File: config.mk
export PLATFORM = sky130hd
export DESIGN_NAME = counter_display_unit
export DESIGN_NICKNAME = d
export VERILOG_FILES = /design/src/rtl/counter_display_unit.sv
export SDC_FILE = /design/constraint.sdc
export NUM_CORES = 1
export LEC_CHECK = 0
export CORE_ASPECT_RATIO = 1.4
export CORE_MARGIN = 10
export CORE_UTILIZATION = 55
export CTS_CLUSTER_DIAMETER = 60
export DETAILED_ROUTE_END_ITERATION = 12
export PLACE_DENSITY = 0.77
export SLEW_MARGIN = 20
export SYNTH_ARGS = -nofsm -noshare
export SYNTH_HDL_FRONTEND = slang
export SYNTH_SLANG_ARGS = --single-unit
File: constraint.sdc
create_clock -name clk -period 3 [get_ports clk]
set_input_delay 0.6 -clock clk [delete_from_list [all_inputs] [get_ports clk]]
set_output_delay 0.6 -clock clk [all_outputs]
set_load 0.02 [all_outputs]
File: src/rtl/counter_display_unit.sv
// -----------------------------------------------------------------------------
// counter_display_unit
//   Hex up/down counter driven by two debounced push buttons or by a divided
//   auto-count tick, with a time-multiplexed active-low seven-segment scanner.
//
// Ports
//   clk          in   sole clock, all state on the rising edge
//   reset        in   asynchronous active-low reset
//   inc, dec     in   raw asynchronous buttons, active-high
//   mode_select  in   00 manual up, 01 auto up, 10 manual up/down, 11 auto down
//   pause        in   freezes the auto tick divider while high
//   digit_select out  active-low one-hot digit enable [DIGITS]
//   seven        out  active-low segments {g,f,e,d,c,b,a}
//   count        out  current counter value [4*DIGITS]
//   overflow     out  one-cycle pulse on any attempt to step past a limit
// -----------------------------------------------------------------------------
module counter_display_unit #(
    parameter int DIGITS          = 4,
    parameter int DEBOUNCE_CYCLES = 500000,
    parameter int TICK_DIV        = 100000000,
    parameter int SCAN_DIV        = 100000,
    parameter bit SATURATE        = 1'b0
) (
    input  logic                  clk,
    input  logic                  reset,
    input  logic                  inc,
    input  logic                  dec,
    input  logic [1:0]            mode_select,
    input  logic                  pause,
    output logic [DIGITS-1:0]     digit_select,
    output logic [6:0]            seven,
    output logic [4*DIGITS-1:0]   count,
    output logic                  overflow
);

    localparam int CW  = 4 * DIGITS;
    localparam int DBW = $clog2(DEBOUNCE_CYCLES + 1);
    localparam int TW  = $clog2(TICK_DIV + 1);
    localparam int SW  = $clog2(SCAN_DIV + 1);
    localparam int IW  = (DIGITS > 1) ? $clog2(DIGITS) : 1;

    function automatic logic [6:0] hex7(input logic [3:0] n);
        logic [6:0] s;
        case (n)
            4'h0: s = 7'b1000000;  4'h1: s = 7'b1111001;
            4'h2: s = 7'b0100100;  4'h3: s = 7'b0110000;
            4'h4: s = 7'b0011001;  4'h5: s = 7'b0010010;
            4'h6: s = 7'b0000010;  4'h7: s = 7'b1111000;
            4'h8: s = 7'b0000000;  4'h9: s = 7'b0010000;
            4'hA: s = 7'b0001000;  4'hB: s = 7'b0000011;
            4'hC: s = 7'b1000110;  4'hD: s = 7'b0100001;
            4'hE: s = 7'b0000110;  default: s = 7'b0001110;
        endcase
        return s;
    endfunction

    // ---------------- buttons: bit 0 = inc, bit 1 = dec ----------------
    logic [1:0]          w_btn_raw;
    logic [1:0]          r_sync1, r_sync2, r_acc, r_evt;
    logic [1:0][DBW-1:0] r_db_cnt;

    assign w_btn_raw = {dec, inc};

    always_ff @(posedge clk or negedge reset) begin
        if (!reset) begin
            r_sync1  <= '0;
            r_sync2  <= '0;
            r_acc    <= '0;
            r_evt    <= '0;
            r_db_cnt <= '0;
        end else begin
            r_sync1 <= w_btn_raw;
            r_sync2 <= r_sync1;
            for (int b = 0; b < 2; b++) begin
                r_evt[b] <= 1'b0;
                if (r_sync2[b] != r_acc[b]) begin
                    // Level has disagreed for DEBOUNCE_CYCLES cycles in a row:
                    // accept it; only a press (new level 1) raises an event.
                    if (r_db_cnt[b] == DBW'(DEBOUNCE_CYCLES - 1)) begin
                        r_acc[b]    <= r_sync2[b];
                        r_db_cnt[b] <= '0;
                        r_evt[b]    <= r_sync2[b];
                    end else begin
                        r_db_cnt[b] <= r_db_cnt[b] + DBW'(1);
                    end
                end else begin
                    r_db_cnt[b] <= '0;
                end
            end
        end
    end

    // ---------------- auto-count tick divider ----------------
    logic [1:0]    r_mode_prev;
    logic [TW-1:0] r_tick_cnt;
    logic          w_auto, w_mode_chg, w_tick;

    assign w_auto     = mode_select[0];          // 01 and 11 are the auto modes
    assign w_mode_chg = (mode_select != r_mode_prev);
    assign w_tick     = w_auto && !pause && !w_mode_chg &&
                        (r_tick_cnt == TW'(TICK_DIV - 1));

    always_ff @(posedge clk or negedge reset) begin
        if (!reset) begin
            r_mode_prev <= '0;
            r_tick_cnt  <= '0;
        end else begin
            r_mode_prev <= mode_select;
            if (w_mode_chg)
                r_tick_cnt <= '0;
            else if (w_auto && !pause)
                r_tick_cnt <= (r_tick_cnt == TW'(TICK_DIV - 1)) ? '0 : r_tick_cnt + TW'(1);
        end
    end

    // ---------------- counter ----------------
    logic [CW-1:0] r_count;
    logic          r_ovf;
    logic          w_up, w_dn;

    always_comb begin
        w_up = 1'b0;
        w_dn = 1'b0;
        case (mode_select)
            2'b00: w_up = r_evt[0];
            2'b01: w_up = w_tick;
            2'b10: begin
                // Simultaneous inc and dec cancel out.
                w_up = r_evt[0] & ~r_evt[1];
                w_dn = r_evt[1] & ~r_evt[0];
            end
            default: w_dn = w_tick;
        endcase
    end

    always_ff @(posedge clk or negedge reset) begin
        if (!reset) begin
            r_count <= '0;
            r_ovf   <= 1'b0;
        end else begin
            r_ovf <= 1'b0;
            if (w_up) begin
                if (&r_count) begin
                    r_ovf <= 1'b1;
                    if (SATURATE == 1'b0) r_count <= '0;
                end else begin
                    r_count <= r_count + CW'(1);
                end
            end else if (w_dn) begin
                if (r_count == '0) begin
                    r_ovf <= 1'b1;
                    if (SATURATE == 1'b0) r_count <= '1;
                end else begin
                    r_count <= r_count - CW'(1);
                end
            end
        end
    end

    // ---------------- display scan ----------------
    logic [SW-1:0]           r_scan_cnt;
    logic [IW-1:0]           r_idx, w_idx_nxt;
    logic [DIGITS-1:0]       r_digit_sel;
    logic [6:0]              r_seven;
    logic                    w_scan_step;
    logic [DIGITS-1:0][3:0]  w_nibbles;

    assign w_nibbles   = r_count;
    assign w_scan_step = (r_scan_cnt == SW'(SCAN_DIV - 1));
    assign w_idx_nxt   = !w_scan_step ? r_idx :
                         (r_idx == IW'(DIGITS - 1)) ? '0 : r_idx + IW'(1);

    // Enable and segments are both computed from the next index so they
    // change on the same edge and never show a digit with its neighbour's value.
    always_ff @(posedge clk or negedge reset) begin
        if (!reset) begin
            r_scan_cnt  <= '0;
            r_idx       <= '0;
            r_digit_sel <= ~DIGITS'(1);
            r_seven     <= 7'b1000000;
        end else begin
            r_scan_cnt  <= w_scan_step ? '0 : r_scan_cnt + SW'(1);
            r_idx       <= w_idx_nxt;
            r_digit_sel <= ~(DIGITS'(1) << w_idx_nxt);
            r_seven     <= hex7(w_nibbles[w_idx_nxt]);
        end
    end

    assign digit_select = r_digit_sel;
    assign seven        = r_seven;
    assign count        = r_count;
    assign overflow     = r_ovf;

endmodule

After elaboration in Yosys (flattened, before gate mapping)
Memories as Yosys holds them, arrays and structs flattened. A register that Yosys moved wholly into a read port is not among the register bits.
Index checks and enable logic that the tools add are counted.
{"block": "totals", "ff_bits": 115, "mem_bits_ro": 112, "in_bits": 7, "out_inout_bits": 28, "elab_cells": 79, "n_memories": 1}
{"name": "(name not given)", "words": 16, "width": 7, "read_ports": 1, "rd_clocked_by_memory_dff": 1, "write_ports": 0, "line_no": "44", "text": "case (n)"}
{"block": "op_classes", "n_addsub": 7, "order_cmp": 1, "n_eq_ne": 10, "n_shift": 1, "muxes": 26, "bitwise": 5, "n_reduce_logical": 14}
{"op": "27-bit 2-to-1 mux", "count": 3}
{"op": "19-bit 2-to-1 mux", "count": 4}
{"op": "16-bit 2-to-1 mux", "count": 4}
{"op": "19-bit by 1-bit adder with 19-bit output, second input constant", "count": 2}
{"op": "19-bit == test, second input constant", "count": 2}
{"op": "27-bit by 1-bit adder with 27-bit output, second input constant", "count": 1}
{"op": "27-bit == test, second input constant", "count": 1}
{"op": "17-bit by 1-bit adder with 17-bit output, second input constant", "count": 1}
{"op": "17-bit == test, second input constant", "count": 1}
{"op": "17-bit 2-to-1 mux", "count": 1}
{"op": "16-bit by 1-bit adder with 16-bit output, second input constant", "count": 1}
{"op": "16-bit zero test", "count": 1}
{"op": "16-bit AND reduction", "count": 1}
{"op": "16-bit by 1-bit subtractor with 16-bit output, second input constant", "count": 1}
{"op": "4-bit binary-select mux with 2-bit select", "count": 1}
{"op": "1-bit 2-to-1 mux", "count": 8}
{"op": "2-bit == test, second input constant", "count": 2}
{"op": "2-bit 2-to-1 mux", "count": 2}
{"op": "4-bit 2-to-1 mux", "count": 1}
{"op": "4-bit inverter", "count": 1}
{"op": "2-bit AND reduction", "count": 2}
{"op": "2-bit nonzero test", "count": 2}
{"op": "1-bit by 2-bit left shift with 4-bit output, first input constant", "count": 1}
{"op": "1-bit logical AND", "count": 3}
{"op": "12 further kinds", "count": 17}

Logic depth before layout (Yosys ltp)
Gate-level depths: netlist (run 1).
{"block": "logic_depth", "word_depth": 7, "ltp_mapped": 11}

Worst setup path before layout (run 1)
OpenSTA, ideal clock, no wires.
{"block": "synth_timing", "path_kind": "register -> register", "from": "register r_scan_cnt[0]", "to": "register r_seven[3], in the netlist seven[3]", "setup_ns": 0.079, "t_arrival_ns": 2.738, "required_ns": 2.921, "path_slack_ns": 0.183, "path_stages_with_launch": 10, "path_buffers": 0, "period_less_slack_ns": 2.817, "cell_sequence": "dfrtp_1 ha_1 and4_4 and4_4 mux2i_4 mux4_2 inv_1 ha_1 mux2_1 mux2i_1"}
{"block": "synth_via", "elab_chain_len": 4}
{"item": "start: declaration", "line_no": "161", "text": "logic [SW-1:0] r_scan_cnt;"}
{"item": "start signal: assignment", "line_no": "182", "text": "r_scan_cnt <= w_scan_step ? '0 : r_scan_cnt + SW'(1);"}
{"item": "17-bit == test", "line_no": "169", "text": "assign w_scan_step = (r_scan_cnt == SW'(SCAN_DIV - 1));"}
{"item": "2-bit 2-to-1 mux", "line_no": "170", "text": "assign w_idx_nxt = !w_scan_step ? r_idx :"}
{"item": "4-bit binary-select mux with 2-bit select", "line_no": "185", "text": "r_seven <= hex7(w_nibbles[w_idx_nxt]);"}
{"item": "4-bit 2-to-1 mux (not written as such)", "line_no": "185"}
{"item": "end: declaration", "line_no": "164", "text": "logic [6:0] r_seven;"}
No other way between the ends. The select of a mux whose other input is x is not followed.
A chain may end at the register's enable or synchronous reset.

Final worst setup path (run 1)
{"block": "layout_timing", "from": "register r_scan_cnt[0]", "to": "register r_seven[1], in the netlist seven[1]"}
Same word-level chain as after synthesis.

==> impl_results.md, run 1 <==
- Sequential share of the synthesized area: between 40% and 50%
- Largest area contributor in the netlist: dfrtp_1
- WL per Instance: roughly 17 µm
- Core area: 11880 µm²
- Gr usage total: 19.14%
- Type of the worst min-delay path: in -> async
- # fillers: 918
- Number of enable flip-flop cells after synthesis: 0
- Global-route wire length before repair: around 27 mm
- Vias per Instance: 6.237
- GRT Residual Overflow: 0
- CP peak stage delay: ~640 ps
- Final Hold Vio Count: 0
- Area Overhead vs Synth: 18.42%
- Critical path class: reg -> reg
- Worst Reg-to-Reg Cells: 8
- Share of cells above drive strength 1: about an eighth
- Design area: 7924 µm²
- Worst-Skew Late Latency: 420 ps
- PD cells: 490.6 nW/µm²
- Vias in the first global route: roughly 5700
- Reg2reg end: seven[1]
- Post-Synthesis Cells: about 710
- Grt met3 use: 4.620%
- Initial Util: 56.33%
- GRT Max-Usage Layer: met2
- Synth Flop Type: dfrtp_1
- Worst-path clk slew: 60 ps
- GP Congestion: just over 0.9
- Worst EP arrival: 3170 ps
- Initial antenna violation count: 0
- Slew headroom: about 47%
- VDD IR-drop max: 0.3519 mV
- Final #Nets: 776
- Non-filler instance count after layout: just over 900
- Final Slew Violations: 0
- Syn avg cell area: 9.451 µm²
- Met1 Track Usage GR: between 20% and 30%
- Crit path cell chain: ha_4, and4_4, and4_4, mux2i_4, buf_4, mux4_2, mux2_1, a22o_1
- Post-DP HPWL: 11.01 mm
- Crit end category: flop
- Synth top area share: 44.13%
- Pin count of the biggest net entering global routing: 54
- I/O Buffers: 34
- Crit start category: flop
- Longest Clk Path Bufs: 2
- Dpl ws: -7.642 ps
- Yosys Warn Count: 0
- Placed cell count: between 800 and 900
- Root buffer cell: clkbuf_16
- Critical path's slowest cell: mux4_2
- Max Freq: 348.3 MHz
- Antenna cells: 0
- Worst endpoint required time: approximately 3300 ps
- CTS Buf Count: 17
- Number of max-cap violations: 0
- RSZ-0062 raised after global routing: no
- Initial drt markers: 411
- IO Pins: 35
- Die area: about 17000 µm²
- Final worst slack: 128.6 ps
- Total number of vias: 5707
- Row count: 47
- Async SR Flop Fraction: 100.0%
- Distinct cell type count after synthesis: 70
- Pleak: 3.299 nW
- H-Tree Depth: 4
- CP dominant cell by count: and4_4
- Layout Skew: approximately 12 ps
- R2r setup slk: 130 ps
- Status: finished clean
- Post-Syn Nets: around 730
- DRT Wirelength: between 15 and 20 mm
- FF-to-FF Start: r_scan_cnt[0]
- Post-route ant nets: 0
- Flip-flop and latch count after synthesis: about 120
- CTS tree: yes
- Post-Synthesis Cell Area: roughly 6700 µm²
- Crit path max fanout: 14
- Setup violations, final: 0
- Die width: ~110 µm
- Area contributors post-synth: dfrtp_1 (44%), nor2_1 (4.3%), xnor2_1 (3.9%), xor2_1 (3.7%), o21ai_0 (3.4%)
- Die height: around 150 µm
- Min cycle time layout: 2871 ps
- Crit path capture: seven[1]
- Area after DPL: 7257 µm²
- Worst Setup SP: r_scan_cnt[0]
- Post-route DRC: 0
- Clock sinks: 122
- Worst-Margin Slew: 785.5 ps
- First-pass DRT Iterations: 5
- Hold_buf cts: 0
- M2 GR Usage: 34.44%
- Final Cycle Share: a little over nine tenths
[kinds of logic after synthesis]
logic type	count (synthesis)	synth area share, %
simple gates	313	24.66
fa+ha+maj	14	2.618
mux	15	3.478
buf+inv	59	3.702
compound gates	127	12.25
flops	122	45.70
xor+xnor	58	7.592
[state kept, by name, summed over array words and instances (netlist names)]
name          count
r_db_cnt         38
r_tick_cnt       27
r_scan_cnt       17
count            16
seven             7
digit_select      4
r_acc             2
r_evt             2
r_idx             2
r_mode_prev       2
r_sync1           2
r_sync2           2
overflow          1
[worst min path at each step]
stage                                end  cells past startpoint
after CTS                 r_scan_cnt[12]                      1
after global placement        r_sync2[0]                      0
after global routing       r_scan_cnt[9]                      1
final                     r_scan_cnt[11]                      1
after detailed placement      r_sync2[0]                      0
after floorplan                 count[0]                      0
[synth_stat cells (4+ instances only)]
cell      count
o41ai_1       4
and2_1        4
nand3_1      44
dfrtp_1     118
or2_2         6
nor3b_1       9
nor2b_1       7
or4_1         5
buf_2         6
clkbuf_1     22
nor4_1        8
o21ai_0      46
ha_1         14
inv_1        25
and4_1        7
xnor2_1      30
mux4_2        4
o21ai_1       7
nand2_1      53
dfstp_2       4
nor3_1       24
o22ai_1       7
and3_1       18
a21oi_1      16
nor2_1       77
a211oi_1      6
o31ai_1       9
or3_1        13
nand4_1      17
xor2_1       28
[layout make-up]
class / count / area, µm² / area share (%)
Clock buffer: 17 / 425.4 / 5.369
Tap cell: 147 / 183.9 / 2.321
Clock inverter: 15 / 187.7 / 2.369
Timing Repair Buffer: 62 / 576.8 / 7.279
Sequential cell: 122 / 3058 / 38.59
Multi-Input combinational cell: 527 / 3398 / 42.89
Inverter: 25 / 93.84 / 1.184
[critical path, delay by kind of cell, from the launching register on]
| family | cells | cell delay, ps |
|---|---|---|
| buffers and inverters | 1 | 160 |
| AND/OR/NAND/NOR | 2 | 510 |
| multiplexers | 3 | 1290 |
| AO/OA/AOI/OAI | 1 | 190 |
| adder cells (fa/ha/maj) | 1 | 170 |
| flip-flops | 1 | 420 |
[per-stage QoR]
step / TNS, ps / utilization, % / hold WS (ps) / total power [mW]
detailed placement: -7.642 / 61.09 / 336.5 / 1.800
global placement: 0 / 61.09 / 336.3 / 1.795
global route: 0 / 66.71 / 266.4 / 4.005
finish: 0 / 66.71 / 219.9 / 3.887
floorplan: 0 / - / 304.4 / 1.737
CTS: 0 / 66.38 / 236.7 / 3.917
[report_power, final]
part           total, mW  internal (mW)  switching, mW
Clock               2.12           1.32          0.797
Combinational      0.101         0.0307         0.0701
Sequential          1.67           1.66         0.0101
[what timing repair did]
| action | 4_1_cts | 5_1_grt |
|---|---|---|
| endpoints found under the setup margin | 1 | 5 |
| pin swaps | 0 | 1 |
| gates resized for setup | 0 | 4 |
| buffers inserted | 2 | 3 |
[layout by cell type, fill, tap and decap left out, types with 5 or more instances in the layout]
cell type        synthesis  routed
nor2b_1                  7       7
clkbuf_16                0      17
o31ai_1                  9       9
inv_6                    0       6
and4_1                   7       7
or4_1                    5       5
nor3b_1                  9       9
nand4_1                 17      17
o21ai_0                 46      46
ha_1                    14      13
clkdlybuf4s50_1          0      33
xor2_1                  28      28
nand2_1                 53      53
o21ai_1                  7       7
a211oi_1                 6       6
nor3_1                  24      24
or3_1                   13      13
nor2_1                  77      77
o22ai_1                  7       7
xnor2_1                 30      30
inv_1                   25      24
or2_2                    6       6
nor4_1                   8       8
buf_4                    2      26
a21oi_1                 16      16
dfrtp_1                118     118
and3_1                  18      18
nand3_1                 44      44
[routing by layer]
metal / vias to the layer above / part of all wire (%)
met4: 0 / 2.4
li1: 2639 / -
met3: 46 / 6.3
met5: - / 0
met1: 2801 / 38
met2: 221 / 53
No activity file was read; power rests on OpenSTA's default activity.
==> run 2: changes to the inputs <==
Settings changed: GPL_TIMING_DRIVEN set to 0.
==> run 2 against run 1 <==
Effect of this change:
- non-clock buffer count up 17
- die area unchanged
- clock-buffer cell count up 4
- critical endpoint is now seven[4]
==> impl_results.md, run 2 (synthesis results as in run 1) <==
- Crit end category: flop (unchanged)
- Die height: 150.5 µm (unchanged)
- Clock sinks: 122 (unchanged)
- Area Overhead vs Synth: 18.49% (was 18.42%)
- Worst EP arrival: 3190 ps (was 3170 ps)
- Gr usage total: 19.89% (was 19.14%)
- H-Tree Depth: 4 (unchanged)
- Switch share: 22.12% (was 22.57%)
- Sequential share of power: 43.7% (was 42.9%)
- Share of cells above drive strength 1: 11.21% (was 12.24%)
- Worst-Skew Late Latency: 420 ps (about the same)
- Worst-Margin Slew: 852.5 ps (was 785.5 ps)
- Final Slew Violations: 0 (unchanged)
- Layout Skew: 14.94 ps (was 11.71 ps)
- Area after DPL: 7244 µm² (was 7257 µm²)
- Row count: 47 (unchanged)
- Pin count of the biggest net entering global routing: 85 (was 54)
- Pleak: 3.292 nW (was 3.299 nW)
- VDD IR-drop max: 0.4173 mV (was 0.3519 mV)
- Worst endpoint required time: 3320 ps (was 3290 ps)
- WL per Instance: 17.88 µm (was 17.49 µm)
- GRT Residual Overflow: 0 (unchanged)
- Global-route wire length before repair: 28.27 mm (was 27.02 mm)
- Final worst slack: 125.4 ps (was 128.6 ps)
- Total Power: 3.816 mW (was 3.887 mW)
- CTS tree: yes (unchanged)
- Post-DP HPWL: 11.10 mm (was 11.01 mm)
- Type of the worst min-delay path: in -> async (unchanged)
- Initial Util: 56.33% (unchanged)
- Final #Nets: 793 (was 776)
- Total number of vias: 5826 (was 5707)
- Die width: 113.2 µm (unchanged)
- Dpl ws: -528.9 ps (was -7.642 ps)
- Die area: 17040 µm² (unchanged)
- Status: finished clean (unchanged)
- Antenna cells: 0 (unchanged)
- Most frequent cells in the layout: dfrtp_1 (118), nor2_1 (77), nand2_1 (53), o21ai_0 (46), nand3_1 (44) (unchanged)
- GRT Max-Usage Layer: met2 (unchanged)
- Core area: 11880 µm² (unchanged)
- CTS Buf Count: 17 (unchanged)
- Final Cycle Share: 95.82% (was 95.71%)
- DRT Wirelength: 16.67 mm (was 16.01 mm)
- Longest Clk Path Bufs: 2 (unchanged)
- Initial drt markers: 600 (was 411)
- Crit start category: flop (unchanged)
- Crit path max fanout: 10 (was 14)
- Clock power frac: 53.6% (was 54.5%)
- Max Freq: 347.9 MHz (was 348.3 MHz)
- Final Hold Vio Count: 0 (unchanged)
- Critical path class: reg -> reg (unchanged)
- Vias in the first global route: 5864 (was 5743)
- GP Congestion: 0.9338 (was 0.9142)
- Number of max-cap violations: 0 (unchanged)
- Setup violations, final: 0 (unchanged)
- Worst-path clk slew: 60 ps (about the same)
- Hold_buf cts: 0 (unchanged)
- First-pass DRT Iterations: 8 (was 5)
- Slew headroom: 43.17% (was 47.28%)
- Most flops, register: r_db_cnt (unchanged)
- IO Pins: 35 (unchanged)
- Min cycle time layout: 2875 ps (was 2871 ps)
- Vias per Instance: 6.251 (was 6.237)
- I/O Buffers: 34 (unchanged)
- Max reg flops: 38 (unchanged)
- Most common cell after layout, fill and taps aside: dfrtp_1 (unchanged)
- Design area: 7929 µm² (was 7924 µm²)
- Post-route ant nets: 0 (unchanged)
- Largest registers: r_db_cnt: 38 flops, r_tick_cnt: 27 flops, r_scan_cnt: 17 flops (unchanged)
- # fillers: 922 (was 918)
- PD cells: 481.2 nW/µm² (was 490.6 nW/µm²)
- Total Neg Setup Slack: 0 ps (unchanged)
- Post-route DRC: 0 (unchanged)
- Sw power: 0.8440 mW (was 0.8775 mW)
- Int Pwr: 2.972 mW (was 3.010 mW)
- Initial antenna violation count: 0 (unchanged)
- Met1 Track Usage GR: 23.72% (was 20.75%)
- M2 GR Usage: 34.24% (was 34.44%)
- Grt met3 use: 3.863% (was 4.620%)
- Gate power share: 2.7% (was 2.6%)
- Root buffer cell: clkbuf_16 (unchanged)
run 2: metal layers:
metal,vias to the layer above,routed length (µm)
met5,-,0
met4,0,378
met3,45,934
met2,232,8566
met1,2867,6788
li1,2682,-
run 2: per-stage QoR:
| stage | hold slack [ps] | utilization, % | instances |
|---|---|---|---|
| after global routing | 115.9 | 66.75 | 932 |
| after global placement | 332.2 | 60.74 | 889 |
| after CTS | 96.94 | 66.33 | 926 |
| after detailed placement | 335.5 | 60.99 | 890 |
| final | 95.12 | 66.75 | 932 |
| after floorplan | 304.4 | - | 708 |
run 2: worst paths after layout:
check | cells after the start | end | slack, ps | startpoint
setup / recovery | 9 | seven[4] | 130 | r_scan_cnt[0]
hold / removal | 1 | r_scan_cnt[9] | 100 | reset
setup reg to reg | 9 | seven[4] | 130 | r_scan_cnt[0]
hold reg to reg | 0 | r_sync2[1] | 350 | r_sync1[1]
max in group asynchronous | 2 | digit_select[1] | 2150 | reset
min in group clk | 0 | r_sync2[1] | 350 | r_sync1[1]
run 2: timing repair:
item                                    4_1_cts  5_1_grt
gates resized for setup                       2        5
buffers inserted                              4        6
pin swaps                                     0        1
endpoints found under the setup margin       14       17
run 2: area by class of cell:
cell class	count	area (µm²)	area share (%)
Multi-Input combinational cell	527	3402	42.91
Buffer	34	156.4	1.973
Timing Repair Buffer	45	444.2	5.602
Inverter	25	93.84	1.184
Clock inverter	11	120.1	1.515
Tap cell	147	183.9	2.320
Clock buffer	21	470.5	5.933
Sequential cell	122	3058	38.57
run 2: power by group through the flow:
stage          registers [mW]  logic, mW  clock network [mW]
3_3_place_gp             1.70     0.0954                   0
6_report                 1.67      0.104                2.04
5_1_grt                  1.67      0.118                2.13
3_5_place_dp             1.70      0.104                   0
2_1_floorplan            1.69     0.0420                   0
4_1_cts                  1.67      0.106                2.07
run 2: critical path, stage by stage, from the launching register on:
cell	delay (ps)
dfrtp_1	390
ha_2	220
and4_4	250
and4_4	260
mux2i_4	310
buf_4	190
mux4_2	590
buf_6	180
and2_4	150
o32ai_2	240
